[src/rtl/fp_sqrt_pkg.sv]
// Shared definitions for the sequential floating-point square-root unit:
// FSM state encodings and the fixed-latency constants.
package fp_sqrt_pkg;

  typedef enum logic [1:0] {
    S_IDLE  = 2'd0,
    S_CALC  = 2'd1,
    S_ROUND = 2'd2
  } state_e;

  // Edges from the accepting edge to the edge that raises valid.
  function automatic int latency(input int man_w);
    return man_w + 3;
  endfunction

  // One root bit per CALC cycle: MAN_W+1 significant bits plus a guard bit.
  function automatic int calc_cycles(input int man_w);
    return latency(man_w) - 1;
  endfunction

endpackage

[src/rtl/fp_class.sv]
// IEEE-754 operand classifier; subnormals are reported as zero so callers
// that flush denormals can treat both alike.
module fp_class #(
  parameter int EXP_W = 11,
  parameter int MAN_W = 52
) (
  input  logic [EXP_W+MAN_W:0] a,
  output logic                 is_zero,
  output logic                 is_inf,
  output logic                 is_qnan,
  output logic                 is_snan,
  output logic                 is_neg
);

  logic exp_ones;
  logic exp_zero;
  logic frac_zero;

  always_comb begin
    exp_ones  = &a[EXP_W+MAN_W-1:MAN_W];
    exp_zero  = ~|a[EXP_W+MAN_W-1:MAN_W];
    frac_zero = ~|a[MAN_W-1:0];
    is_zero   = exp_zero;
    is_inf    = exp_ones & frac_zero;
    is_qnan   = exp_ones & a[MAN_W-1];
    is_snan   = exp_ones & ~frac_zero & ~a[MAN_W-1];
    is_neg    = a[EXP_W+MAN_W];
  end

endmodule

[src/rtl/fp_sqrt_seq.sv]
// Sequential IEEE-754 square root: radix-2 restoring recurrence, one root bit
// per cycle, round-to-nearest-even, fixed latency for every operand class.
module fp_sqrt_seq
  import fp_sqrt_pkg::*;
#(
  parameter int EXP_W = 11,
  parameter int MAN_W = 52
) (
  input  logic                 clk,
  input  logic                 rst,
  input  logic                 start,
  input  logic [EXP_W+MAN_W:0] a,
  output logic                 busy,
  output logic                 valid,
  output logic [EXP_W+MAN_W:0] result,
  output logic                 flag_nv,
  output logic                 flag_nx
);

  // Handshake: start is taken on any edge where busy=0 (including the cycle
  // valid is high); busy then stays high until valid pulses for one cycle,
  // and result/flags hold their value until the next valid.
  localparam int W  = EXP_W + MAN_W + 1;
  localparam int RW = 2 * MAN_W + 4;
  localparam int DW = MAN_W + 4;
  localparam int CW = $clog2(MAN_W + 2);
  localparam logic [CW-1:0]  CNT_LAST = CW'(calc_cycles(MAN_W) - 1);
  localparam logic [EXP_W:0] BIAS     = {2'b00, {(EXP_W-1){1'b1}}};
  localparam logic [W-1:0]   QNAN     = {1'b0, {EXP_W{1'b1}}, 1'b1, {(MAN_W-1){1'b0}}};
  localparam logic [W-1:0]   PINF     = {1'b0, {EXP_W{1'b1}}, {MAN_W{1'b0}}};

  state_e state, state_nxt;
  logic accept, step_en, finish;

  logic c_zero, c_inf, c_qnan, c_snan, c_neg;
  logic           spec_d, spec_nv_d;
  logic [W-1:0]   spec_res_d;
  logic [EXP_W:0] exp_sum;
  logic [RW-1:0]  rad_init;

  logic [CW-1:0]    cnt;
  logic [RW-1:0]    rad;
  logic [DW-1:0]    rem, root;
  logic [DW-1:0]    rem_sh, trial;
  logic             ge;
  logic [EXP_W-1:0] res_exp;
  logic             spec_q, spec_nv;
  logic [W-1:0]     spec_res;
  logic             guard, sticky, rnd_up;
  logic [MAN_W-1:0] mant;
  logic             unused_bits;

  fp_class #(.EXP_W(EXP_W), .MAN_W(MAN_W)) u_class (
    .a       (a),
    .is_zero (c_zero),
    .is_inf  (c_inf),
    .is_qnan (c_qnan),
    .is_snan (c_snan),
    .is_neg  (c_neg)
  );

  always_ff @(posedge clk) begin
    if (rst) state <= S_IDLE;
    else     state <= state_nxt;
  end

  always_comb begin
    state_nxt = state;
    case (state)
      S_IDLE:  if (start) state_nxt = S_CALC;
      S_CALC:  if (cnt == CNT_LAST) state_nxt = S_ROUND;
      S_ROUND: state_nxt = S_IDLE;
      default: state_nxt = S_IDLE;
    endcase
  end

  always_comb begin
    busy    = (state != S_IDLE);
    accept  = (state == S_IDLE) && start;
    step_en = (state == S_CALC);
    finish  = (state == S_ROUND);
  end

  // NaN outranks sign; a flushed subnormal keeps its sign like a true zero.
  always_comb begin
    spec_d     = 1'b1;
    spec_nv_d  = 1'b0;
    spec_res_d = QNAN;
    if (c_qnan || c_snan)  spec_nv_d  = c_snan;
    else if (c_zero)       spec_res_d = {a[W-1], {(W-1){1'b0}}};
    else if (c_neg)        spec_nv_d  = 1'b1;
    else if (c_inf)        spec_res_d = PINF;
    else                   spec_d     = 1'b0;
  end

  // Even biased exponent means odd unbiased exponent: pre-shift the radicand.
  always_comb begin
    exp_sum  = {1'b0, a[W-2:MAN_W]} + BIAS;
    rad_init = a[MAN_W] ? {1'b0, 1'b1, a[MAN_W-1:0], {(MAN_W+2){1'b0}}}
                        : {1'b1, a[MAN_W-1:0], {(MAN_W+3){1'b0}}};
  end

  always_comb begin
    rem_sh = {rem[MAN_W+1:0], rad[RW-1 -: 2]};
    trial  = {root[DW-3:0], 2'b01};
    ge     = (rem_sh >= trial);
    guard  = root[0];
    sticky = |rem;
    rnd_up = guard & (sticky | root[1]);
    mant   = root[MAN_W:1] + {{(MAN_W-1){1'b0}}, rnd_up};
  end

  // The root never grows past MAN_W+2 bits and the sum LSB is halved away.
  assign unused_bits = ^{root[DW-1:DW-2], exp_sum[0]};

  always_ff @(posedge clk) begin
    if (rst) begin
      cnt      <= '0;
      rad      <= '0;
      rem      <= '0;
      root     <= '0;
      res_exp  <= '0;
      spec_q   <= 1'b0;
      spec_nv  <= 1'b0;
      spec_res <= '0;
      valid    <= 1'b0;
      result   <= '0;
      flag_nv  <= 1'b0;
      flag_nx  <= 1'b0;
    end else begin
      valid <= 1'b0;
      if (accept) begin
        cnt      <= '0;
        rad      <= rad_init;
        rem      <= '0;
        root     <= '0;
        res_exp  <= exp_sum[EXP_W:1];
        spec_q   <= spec_d;
        spec_nv  <= spec_nv_d;
        spec_res <= spec_res_d;
      end else if (step_en) begin
        cnt  <= cnt + 1'b1;
        rad  <= rad << 2;
        rem  <= ge ? (rem_sh - trial) : rem_sh;
        root <= {root[DW-2:0], ge};
      end
      if (finish) begin
        valid <= 1'b1;
        if (spec_q) begin
          result  <= spec_res;
          flag_nv <= spec_nv;
          flag_nx <= 1'b0;
        end else begin
          result  <= {1'b0, res_exp, mant};
          flag_nv <= 1'b0;
          flag_nx <= guard | sticky;
        end
      end
    end
  end

endmodule
[config.mk]
export PLATFORM = sky130hd
export DESIGN_NAME = fp_sqrt_seq
export DESIGN_NICKNAME = d
export VERILOG_FILES = /design/src/rtl/fp_sqrt_pkg.sv /design/src/rtl/fp_class.sv /design/src/rtl/fp_sqrt_seq.sv
export SDC_FILE = /design/constraint.sdc
export NUM_CORES = 1
export LEC_CHECK = 0
export CAP_MARGIN = 20
export CORE_MARGIN = 2
export CORE_UTILIZATION = 35
export DETAILED_ROUTE_END_ITERATION = 8
export PLACE_DENSITY = 0.61
export SLEW_MARGIN = 10
export SYNTH_ARGS = -nofsm -noshare
export SYNTH_HDL_FRONTEND = slang
export SYNTH_SLANG_ARGS = --single-unit
[constraint.sdc]
create_clock -name clk -period 2.7 [get_ports clk]
set_clock_uncertainty 0.15 [all_clocks]
set_input_delay 0.54 -clock clk [delete_from_list [all_inputs] [get_ports clk]]
set_output_delay 0.54 -clock clk [all_outputs]
set_load 0.02 [all_outputs]
* Yosys cells after proc, flatten, opt, wreduce, memory -nomap -nowiden
Index checks and enable logic that the tools add are counted.
** Storage, ports and cells
- Flip-flop bits (word level) :: 370
- Input bits :: 67
- Output and inout bits :: 68
** Operators by class
- Add/sub/neg operators :: 4
- Magnitude comparators :: 1
- Equality and inequality tests :: 5
- Multiplexer cells :: 22
- Bitwise operators :: 8
- Reduce and logical (&&, ||, !) cells :: 12
** Operators by type and width (count)
- 108-bit 2-to-1 mux :: 3
- 64-bit 2-to-1 mux :: 3
- 52-bit 2-to-1 mux :: 2
- 56-bit greater-or-equal comparator :: 1
- 56-bit 2-to-1 mux :: 1
- 56-bit OR reduction :: 1
- 56-bit subtractor :: 1
- 52-bit by 1-bit adder with 52-bit output :: 1
- 52-bit OR reduction :: 1
- 11-bit by 10-bit adder with 12-bit output, second input constant :: 1
- 11-bit AND reduction :: 1
- 11-bit OR reduction :: 1
- 1-bit 2-to-1 mux :: 10
- 6-bit by 1-bit adder with 6-bit output, second input constant :: 1
- 6-bit equality test, second input constant :: 1
- 1-bit AND :: 5
- 2-bit 2-to-1 mux :: 2
- 2-bit one-hot mux with 2 select lines :: 1
- 2-bit nonzero test :: 2
- 2-bit by 1-bit equality test with 1-bit output, second input constant :: 1
- 2-bit equality test, second input constant :: 1
- 2-bit logical NOT :: 1
- 2-bit by 1-bit inequality test with 1-bit output, second input constant :: 1
- 2-bit inequality test, second input constant :: 1
- other kinds (7) :: 8

* Logic depth before layout (Yosys ltp)
- Depth in word-level cells :: 7
- Mapped depth :: 14
- Mapped depth without buffers :: 12

* Cells and area by module
A second synthesis with hierarchy kept.
** Second synthesis, totals
- Cells, all modules :: 1921
- Area total of the unflattened synthesis :: 14844.2 um^2
** By module, submodules not included
- fp_sqrt_seq :: times used 1, cells an instance 1891, area each 14650.3 um^2
- fp_class :: times used 1, cells an instance 30, area each 193.9 um^2

* Least setup slack after synthesis
OpenSTA, ideal clock, no wires.
- Path type :: register to register
- From :: register root[0]
- To :: register rem[41]
- Arrival :: 2685 ps
- Path slack :: -255 ps
- Stages on the path, launching flop included :: 13
- Clock period less this slack :: 2955 ps
- Path through :: dfxtp_1 -> inv_1 -> ha_1 -> nor2b_1 -> o31a_1 -> o31ai_2 -> a211oi_2 -> o41ai_2 -> a21o_1 -> buf_4 -> a21oi_1 -> and4_1 -> a211o_1
** On the way
- Longest elaborated chain between the ends :: 2
- Elaborated cells on any way between the ends :: 3
** Ends and longest elaborated chain
- from (decl) :: RTL line fp_sqrt_seq.sv:43 : logic [DW-1:0] rem, root;
- from (signal assigned) :: RTL line fp_sqrt_seq.sv:145 : root <= {root[DW-2:0], ge};
- 56-bit subtractor / 56-bit greater-or-equal comparator (equally long branches) :: RTL line fp_sqrt_seq.sv:144, fp_sqrt_seq.sv:106
- 56-bit 2-to-1 mux (*) :: RTL line fp_sqrt_seq.sv:144 : rem <= ge ? (rem_sh - trial) : rem_sh;
- to (signal assigned) :: RTL line fp_sqrt_seq.sv:144
- to (decl) :: RTL line fp_sqrt_seq.sv:43
Mark *: on every way between the ends. The rest lies on a longest branch, timed or not.
A chain may end at the register's enable or synchronous reset.

* Worst setup path in the final report
- From :: register root[8]
- To :: register rem[53]
Same word-level chain as after synthesis.

==> results.sh <==
export IMPL_diodes=0
export IMPL_grt_overflow_total=0
export IMPL_yosys_register_bits=255
export IMPL_synth_warning_count=0
export IMPL_postSynthCellCount=1981
export IMPL_r2r_worst_path_cells=13
export IMPL_global_route_usage_total_pct=23.2
export IMPL_synth_edf_count=0
export IMPL_cp_arrival_ps=3400
export IMPL_worst_pin_slew_ps=840
export IMPL_synth_seq_area_share_pct=33.5
export IMPL_post_synth_cell_area_avg_um2=7.68
export IMPL_port_buffers=134
export IMPL_synth_lib_cells_used_distinct=78
export IMPL_most_frequent_cell_after_synthesis="sky130_fd_sc_hd__nand2_1"
export IMPL_worstReg2RegEnd="rem[53]"
export IMPL_peakVddDrop_v=0.000601
export IMPL_cts_max_path_buffers=3
export IMPL_post_drt_wl_per_cell_um=17.0
export IMPL_post_synth_top_area_cell="sky130_fd_sc_hd__dfxtp_1"
export IMPL_layout_drive_gt1_share_pct=28.6
export IMPL_synth_top_cells_by_count="262 x sky130_fd_sc_hd__nand2_1, 255 x sky130_fd_sc_hd__dfxtp_1, 244 x sky130_fd_sc_hd__nor2_1, 172 x sky130_fd_sc_hd__a21oi_1, 101 x sky130_fd_sc_hd__clkbuf_1"
export IMPL_dieArea_um2=45200
export IMPL_avgViaCountPerCell=5.32
export IMPL_max_freq_mhz=329
export IMPL_layout_nets=2609
export IMPL_clock_sinks=255
export IMPL_failed_checks="negative setup slack"
export IMPL_maxSlewHeadroom_pct=44.0
export IMPL_crit_reg2reg_launch="root[8]"
export IMPL_crit_fanout=7
export IMPL_synth_async_sr_flop_share_pct=0
export IMPL_postSynthNetCount=2110
export IMPL_finish_instance_area_um2=22800
export IMPL_maxCapViolCount=0
export IMPL_die_height_um=213
export IMPL_antenna_found_initial=0
export IMPL_die_width_um=213
export IMPL_timing_hold_worst_path_depth=2
export IMPL_vias_in_the_first_global_route=16115
export IMPL_cell_area_after_synthesis_um2=15200
export IMPL_yosysTopAreaCellShare_pct=33.5
export IMPL_grt_first_pass_wirelength_mm=84.5
export IMPL_drt_total_wl_mm=52.6
export IMPL_cp_required_ps=3060
export IMPL_finalWorstSetupSlack_ps=-339
export IMPL_clock_tree_root_cell="sky130_fd_sc_hd__clkbuf_16"
export IMPL_start_util_pct=35.4
export IMPL_final_critical_delay_including_setup_and_external_delays_ps=3040
export IMPL_worst_skew_pair_late_latency_ps=570
export IMPL_critPathKind="reg2reg"
export IMPL_vias=16429
export IMPL_ys_flop_type="sky130_fd_sc_hd__dfxtp_1"
export IMPL_place_detailed_hpwl_mm=37.6
export IMPL_io_pins=135
export IMPL_cts_max_level=2
export IMPL_drc_errors=0
export IMPL_cp_start_kind="register"
export IMPL_power_per_cell_area_nw_per_um2=903
export IMPL_min_delay_path_class="in2reg"
export IMPL_floorplan_rows=76
export IMPL_cts_tree="done"
export IMPL_setup_repair_after_global_routing_missed_its_margin="yes"
export IMPL_final_hold_worst_slack_ps=43.2
export IMPL_tritoncts_num_buffers=34
export IMPL_core_um2=43000
export IMPL_gpl_final_weighted_congestion=0.929
export IMPL_placed_area_um2=20200
export IMPL_holdCritStartpoint="rst"
export IMPL_detailedRoute_firstPassIterationCount=5
export IMPL_run_status="finished, violations left"
export IMPL_ant_nets=0
export IMPL_timing_hold_worst_endpoint="rad[106]"
export IMPL_cts_reportedPaths_clkPinSlew_ps=60
export IMPL_power_leakage_nw=9.29
export IMPL_ctsHoldBuffers=0
export IMPL_reg2reg_setup_slack_ps=-340
export IMPL_post_route_clock_period_utilization_pct=113
export IMPL_grt_max_degree=61
export IMPL_finalSetupViolCount=61
export IMPL_ys_top_cells_by_area="sky130_fd_sc_hd__dfxtp_1 34%, sky130_fd_sc_hd__nand2_1 6.5%, sky130_fd_sc_hd__nor2_1 6.0%"
export IMPL_finalHoldViolCount=0
export IMPL_drt_iter0_drc=1078
export IMPL_worst_setup_path_end_kind="register"
export IMPL_syn2layout_area_growth_pct=49.6
export IMPL_timing_final_max_slew_violations=0
registers in the layout, indices dropped and copies added, names as in the netlist:
| name | flops |
|---|---|
| flag_nx | 1 |
| state | 2 |
| res_exp | 11 |
| valid | 1 |
| result | 64 |
| flag_nv | 1 |
| spec_res | 3 |
| rem | 56 |
| rad | 54 |
| root | 54 |
| spec_q | 1 |
| cnt | 6 |
| spec_nv | 1 |
worst max-delay path by stage:
| stage | slack, ps | start | endpoint |
|---|---|---|---|
| floorplan | -90 | root[11] | rem[41] |
| global placement | -440 | root[37] | rem[53] |
| detailed placement | -500 | root[9] | rem[53] |
| CTS | -290 | root[0] | rem[7] |
| global route | -420 | root[8] | rem[53] |
| finish | -340 | root[8] | rem[53] |
critical path: stages (launching register included):
cell and delay [ps]:
sky130_fd_sc_hd__dfxtp_2 330, sky130_fd_sc_hd__inv_2 50, sky130_fd_sc_hd__ha_4 300, sky130_fd_sc_hd__nand4_4 130, sky130_fd_sc_hd__o211ai_1 300, sky130_fd_sc_hd__a211oi_2 110, sky130_fd_sc_hd__a211oi_2 340, sky130_fd_sc_hd__o41ai_4 110
sky130_fd_sc_hd__buf_4 170, sky130_fd_sc_hd__a21oi_4 300, sky130_fd_sc_hd__nor2_4 130, sky130_fd_sc_hd__buf_4 150, sky130_fd_sc_hd__a2111o_1 340, sky130_fd_sc_hd__nand2_1 60
kinds of logic (layout without fill, tap and decap cells):
group | after synthesis | after routing | synth area share, %
and+or+nand+nor | 749 | 749 | 22.2
AOI/OAI and AO/OA | 523 | 523 | 22.3
DFF | 255 | 255 | 33.5
buffers and inverters | 206 | 729 | 5.37
xor gates and xnor gates | 99 | 99 | 5.70
muxes | 87 | 87 | 5.73
adders and majority gates | 62 | 62 | 5.10
area by class of cell:
cell class	instances	area, um2
inverters	78	293
clock buffers	47	920
well taps	585	732
multi-input cells	1520	10400
repair buffers	591	5050
fillers	4020	20200
flip-flops and latches	255	5130
clock inverters	13	248
per-layer routing:
layer  up-vias  global-route usage (%)  share of wire (%)
met1      7789                    30.3                 45
met3        99                    4.70                5.5
met4         0                    7.04                2.7
met2       444                    38.4                 47
li1       8097                       -                  -
met5         -                       0                  0
where the power goes:
part | leakage (nW) | switching [mW] | internal, mW | total [mW]
clock | 0.564 | 1.88 | 2.90 | 4.78
combinational | 6.65 | 5.91 | 5.75 | 11.7
sequential | 2.08 | 0.148 | 3.97 | 4.12
cell usage in the layout (no fill, tap or decap), types with 26 or more instances in the layout:
master / n
sky130_fd_sc_hd__a21o_1: 26
sky130_fd_sc_hd__a211oi_1: 27
sky130_fd_sc_hd__xor2_1: 33
sky130_fd_sc_hd__xnor2_1: 61
sky130_fd_sc_hd__buf_4: 424
sky130_fd_sc_hd__a21oi_1: 147
sky130_fd_sc_hd__nor4_1: 34
sky130_fd_sc_hd__clkbuf_16: 34
sky130_fd_sc_hd__mux2i_1: 80
sky130_fd_sc_hd__nor2_1: 230
sky130_fd_sc_hd__o21ai_0: 63
sky130_fd_sc_hd__ha_1: 41
sky130_fd_sc_hd__dfxtp_1: 236
sky130_fd_sc_hd__nand2_1: 255
sky130_fd_sc_hd__clkdlybuf4s50_1: 132
sky130_fd_sc_hd__a221oi_1: 51
sky130_fd_sc_hd__nand3_1: 31
sky130_fd_sc_hd__nand4_1: 38
sky130_fd_sc_hd__nor3_1: 36
sky130_fd_sc_hd__inv_1: 69
stage by stage:
step	std cells	setup TNS [ps]	worst slack, ps	utilization (%)	power [mW]
5_1_grt	3089	-17600	-420	53.0	21.5
3_3_place_gp	2990	-17030	-438	47.0	12.9
3_5_place_dp	2990	-20300	-498	47.0	13.0
4_1_cts	3078	-12460	-294	51.7	19.8
2_1_floorplan	1981	-836	-93.9	-	9.46
6_report	3089	-11740	-339	53.0	20.6
repair_timing:
action | 4_1_cts | 5_1_grt
setup buffers | 24 | 16
pin swaps | 72 | 75
resized for setup | 129 | 114
endpoints found under the setup margin | 71 | 74
cloned | 5 | 0
hold endpoints to repair | 0 | 0
Note: power is estimated with default switching activity, not from simulation.
==> patch 1: new RTL, same settings <==
Encoding of `state_e`: now one-hot (3 bits for 3 states).
--- a/src/rtl/fp_sqrt_pkg.sv
+++ b/src/rtl/fp_sqrt_pkg.sv
@@ -3,8 +3,8 @@
 package fp_sqrt_pkg;
 
-  typedef enum logic [1:0] {
-    S_IDLE  = 2'd0,
-    S_CALC  = 2'd1,
-    S_ROUND = 2'd2
+  typedef enum logic [2:0] {
+    S_IDLE  = 3'b001,
+    S_CALC  = 3'b010,
+    S_ROUND = 3'b100
   } state_e;
 
Check against the original RTL: no difference found for any inputs over 10 cycles, from zero or initial values and one cycle with rst high; not proved beyond that.
==> patch 1 against the original RTL <==
- wire length down 0.63%
- setup slack better by 0.12 ns
- the flow still finishes with violations (setup timing)
- sequential cell count grew 1
- synthesized area increased by 1.2%
- critical endpoint is now rem[45]
- worst hold slack worse by 0.0041 ns
- global-route usage decreased by 0.97 points
- final area is 4.0% higher
Power is not compared: it rests on default switching activity, and its combinational part moved more than twofold at a synthesized area within 25%.
==> patch 1: results <==
export IMPL_clock_area_share_pct=4.56
export IMPL_use_met2_pct=37.7
export IMPL_numCtsBuffers=31
export IMPL_drtIter0Drc=1038
export IMPL_num_vias=16800
export IMPL_grt_use_total_pct=22.2
export IMPL_grt_pass1_wl_um=83100
export IMPL_status="complete, but fails checks"
export IMPL_cp_max_fo=8
export IMPL_clock_latency_ns=0.60
export IMPL_wl_met1_um=23300
export IMPL_wl_met2_um=24900
export IMPL_ctsResizeCount=218
export IMPL_violations="setup timing"
export IMPL_seqCellArea_um2=5170
export IMPL_routed_wl_um=52300
export IMPL_setup_viol=57
export IMPL_place_congestion=0.920
export IMPL_nonClockInverterCount=79
export IMPL_crit_slowest_cell="dfxtp_2"
export IMPL_first_global_vias=16300
export IMPL_cts_sinks=256
export IMPL_antenna_found_initial=1
export IMPL_placedCellCount=3062
export IMPL_synth_cells=2054
export IMPL_async_reset_ff_share_pct=0
export IMPL_io_buffers=134
export IMPL_hp_class="in2reg"
export IMPL_final_nets=2682
export IMPL_pre_cts_ws_ns=-0.395
export IMPL_gr_usage_met3_pct=2.94
export IMPL_multi_input_gates=1569
export IMPL_worstPathArrival_ns=3.29
export IMPL_nFillCells=3891
export IMPL_area_share_nonclk_buffers_pct=22.6
export IMPL_clkbuf_count=43
export IMPL_fin_cells=3163
export IMPL_synthTopCellsByCount="352 x nand2_1, 256 x dfxtp_1, 218 x a21oi_1, 161 x nor2_1, 104 x clkbuf_1"
export IMPL_ys_types=76
export IMPL_cpLargestDelayFamily="buffers and inverters"
export IMPL_cts_setup_buffers=32
export IMPL_fin_ws_ns=-0.217
export IMPL_synth_area_leaders="dfxtp_1 33%, nand2_1 8.6%, a21oi_1 7.1%, ha_1 5.0%, a211oi_1 4.9%"
export IMPL_wl_met3_um=2480
export IMPL_postPlaceCellArea_um2=20500
export IMPL_rr_worst_depth=15
export IMPL_grt_max_degree=76
export IMPL_synth_nets=2183
export IMPL_n_antenna_cell=1
export IMPL_ys_seq_area_share_pct=33.3
export IMPL_drive_gt1_share_pct=32.7
export IMPL_hold_buffers=0
export IMPL_use_met1_pct=29.1
export IMPL_cts_max_level=1
export IMPL_multi_input_comb_area_um2=11000
export IMPL_hpwl_um=36900
export IMPL_relSlewSlack_pct=51.1
export IMPL_setup_tns_ns=-6.71
export IMPL_highest_signal_layer="met5"
export IMPL_n_all_buffers=616
[patch 1: cell count changes after synthesis, moves of 50 or more]
cell      change
a211oi_1     +63
a221oi_1     -50
nor2_1       -83
nand2_1      +90
mux2i_1      -75
[patch 1: final timing paths]
path	start	endpoint	slack, ns
setup / recovery	root[26]	rem[45]	-0.22
hold / removal	rst	rad[107]	0.04
setup reg to reg	root[26]	rem[45]	-0.22
hold reg to reg	result[46]	result[46]	0.29
[patch 1: kinds of logic after synthesis]
| kind of cell | Yosys count | synth area share [%] |
|---|---|---|
| buffers and inverters | 229 | 6.03 |
| flip-flops | 256 | 33.3 |
| XOR/XNOR | 101 | 5.74 |
| AND/OR/NAND/NOR | 784 | 23.3 |
| multiplexers | 14 | 0.983 |
| adder cells (fa/ha/maj) | 62 | 5.03 |
| AO/OA/AOI/OAI | 608 | 25.6 |
[patch 1: power breakdown]
group	internal, µW	leakage, µW	switching (µW)
Combinational	2380	0.00652	2470
Sequential	3900	0.00210	73.1
Clock	2630	0.000529	1780
Total	8900	0.00915	4320
==> patch 2: new RTL, same settings <==
Without the edit above. `EXP_W` is set to 11 in 2 places; all go to 15.
--- a/src/rtl/fp_class.sv
+++ b/src/rtl/fp_class.sv
@@ -2,5 +2,5 @@
 // that flush denormals can treat both alike.
 module fp_class #(
-  parameter int EXP_W = 11,
+  parameter int EXP_W = 15,
   parameter int MAN_W = 52
 ) (
--- a/src/rtl/fp_sqrt_seq.sv
+++ b/src/rtl/fp_sqrt_seq.sv
@@ -4,5 +4,5 @@
   import fp_sqrt_pkg::*;
 #(
-  parameter int EXP_W = 11,
+  parameter int EXP_W = 15,
   parameter int MAN_W = 52
 ) (
Ports: changed (resized a and result); port bits go from 135 to 143. No check against the original RTL was run, so the function may have changed too.
==> patch 2 against the original RTL <==
- the flow still finishes with violations (setup timing)
- utilization grew 0.28 points
- die area grew 0.94%
- synthesized area grew 0.95%
- wire length grew 2.5%
- sequential cell count rose by 8
- worst hold slack improved by 0.13 ns
- critical path type unchanged
- synthesized cell count is 0.20% lower
- highest routed layer unchanged
- final area up 0.97%
- setup slack got worse by 0.031 ns
Power is not compared: it rests on default switching activity, and its combinational part moved more than twofold at a synthesized area within 25%.
==> patch 2: results <==
export IMPL_hpwl_um=38000
export IMPL_synth_area_leaders="dfxtp_1 34%, nor2_1 6.9%, a21oi_1 5.2%, nand2_1 5.1%, ha_1 5.0%"
export IMPL_worstPathArrival_ns=3.38
export IMPL_firstDrtPassIters=5
export IMPL_wl_met2_um=25100
export IMPL_setup_viol=56
export IMPL_crit_slowest_cell="a2111oi_4"
export IMPL_drtIter0Drc=1003
export IMPL_violations="setup timing"
export IMPL_wl_met1_um=23900
export IMPL_num_vias=16300
export IMPL_synth_cells=1977
export IMPL_fin_ws_ns=-0.369
export IMPL_status="complete, but fails checks"
export IMPL_placedCellCount=2966
export IMPL_drive_gt1_share_pct=30.0
export IMPL_cts_max_level=1
export IMPL_io_buffers=142
export IMPL_finalHoldWorstSlack_ns=0.177
export IMPL_cp_max_fo=4
export IMPL_rrSetupSlack_ns=-0.37
export IMPL_routed_wl_um=53900
export IMPL_ys_types=84
export IMPL_final_nets=2599
export IMPL_wl_per_cell_um=17.5
export IMPL_grt_pass1_wl_um=84400
export IMPL_clock_latency_ns=0.59
export IMPL_wl_met3_um=3210
export IMPL_ys_seq_area_share_pct=34.3
export IMPL_postPlaceCellArea_um2=20300
export IMPL_timing_worst_slew_pin_value_ns=0.846
export IMPL_reg_top3="result x68, rem x56"
export IMPL_numCtsBuffers=30
export IMPL_grt_max_degree=102
export IMPL_reg2reg_from="root[6]"
export IMPL_hold_end="rad[58]"
export IMPL_synthTopCellsByCount="282 x nor2_1, 263 x dfxtp_1, 209 x nand2_1, 160 x a21oi_1, 114 x clkbuf_1"
export IMPL_worstReg2RegEnd="rem[49]"
export IMPL_grt_use_total_pct=23.1
export IMPL_pre_cts_ws_ns=-0.379
==> patch 2: changes by cell type after synthesis, moves of 8 or more <==
cell | before | now
a21o_1 | 28 | 36
a21oi_1 | 172 | 160
and3_1 | 14 | 26
buf_2 | 7 | 16
clkbuf_1 | 101 | 114
dfxtp_1 | 255 | 263
mux2i_1 | 86 | 63
nand2_1 | 262 | 209
nor2_1 | 244 | 282
o21ai_0 | 93 | 74
o22ai_1 | 12 | 26
xnor2_1 | 66 | 76
==> patch 2: worst max-delay path, delay by kind of cell (launching register included) <==
family | cells | cell delay [ns]
and+or+nand+nor | 1 | 0.26
adders and majority gates | 1 | 0.30
AOI/OAI and AO/OA | 8 | 1.56
xor gates and xnor gates | 1 | 0.15
buffers and inverters | 2 | 0.18
DFF | 1 | 0.35
==> patch 2: how the worst max path moves through the flow <==
stage	start	endpoint	cells past startpoint
after CTS	root[5]	rem[49]	13
after floorplan	root[13]	rem[50]	13
final	root[6]	rem[49]	13
after global placement	root[43]	rem[3]	13
after global routing	root[6]	rem[49]	13
after detailed placement	root[15]	rem[49]	14
==> patch 2: cell families after synthesis <==
group                      share of synthesized area [%]
muxes                                               4.10
xor gates and xnor gates                            6.50
and+or+nand+nor                                     22.4
adders and majority gates                           5.05
DFF                                                 34.3
AOI/OAI and AO/OA                                   22.3
buffers and inverters                               5.44
==> patch 2: per-stage QoR <==
| stage | setup TNS, ns | utilization, % |
|---|---|---|
| finish | -11.99 | 53.2 |
| global route | -19.20 | 53.2 |
| CTS | -6.79 | 52.4 |
| detailed placement | -16.57 | 47.1 |
| global placement | -14.32 | 47.1 |
| floorplan | -0.529 | - |
==> patch 2: power by group through the flow <==
stage	Combinational (µW)	Clock [µW]	Sequential [µW]
floorplan	9770	0	4480
global placement	16300	0	4480
detailed placement	16400	0	4480
CTS	23100	4340	4440
global route	25600	4490	4470
finish	24200	4260	4450
==> patch 2: timing repair <==
action,in CTS,in global routing
buffers inserted,36,20
resized for setup,187,88
endpoints found under the hold margin,0,0
setup endpoints to repair,67,72
pin swaps,93,82
gates cloned,5,2
==> patch 2: final cells by class <==
cell class                 instances  area share [%]
inverter                          73            1.21
tap                              585            3.18
clock buffer                      38            3.66
clock inverter                    15           0.773
multi-input combinational       1502            45.6
sequential                       263            23.0
timing repair buffer             596            22.5
==> patch 2: layer usage <==
layer | GRT usage, % | vias up
met2 | 37.8 | 431
met1 | 30.6 | 7808
met4 | 7.85 | 0
li1 | - | 8010
met3 | 4.09 | 93
met5 | 0 | -
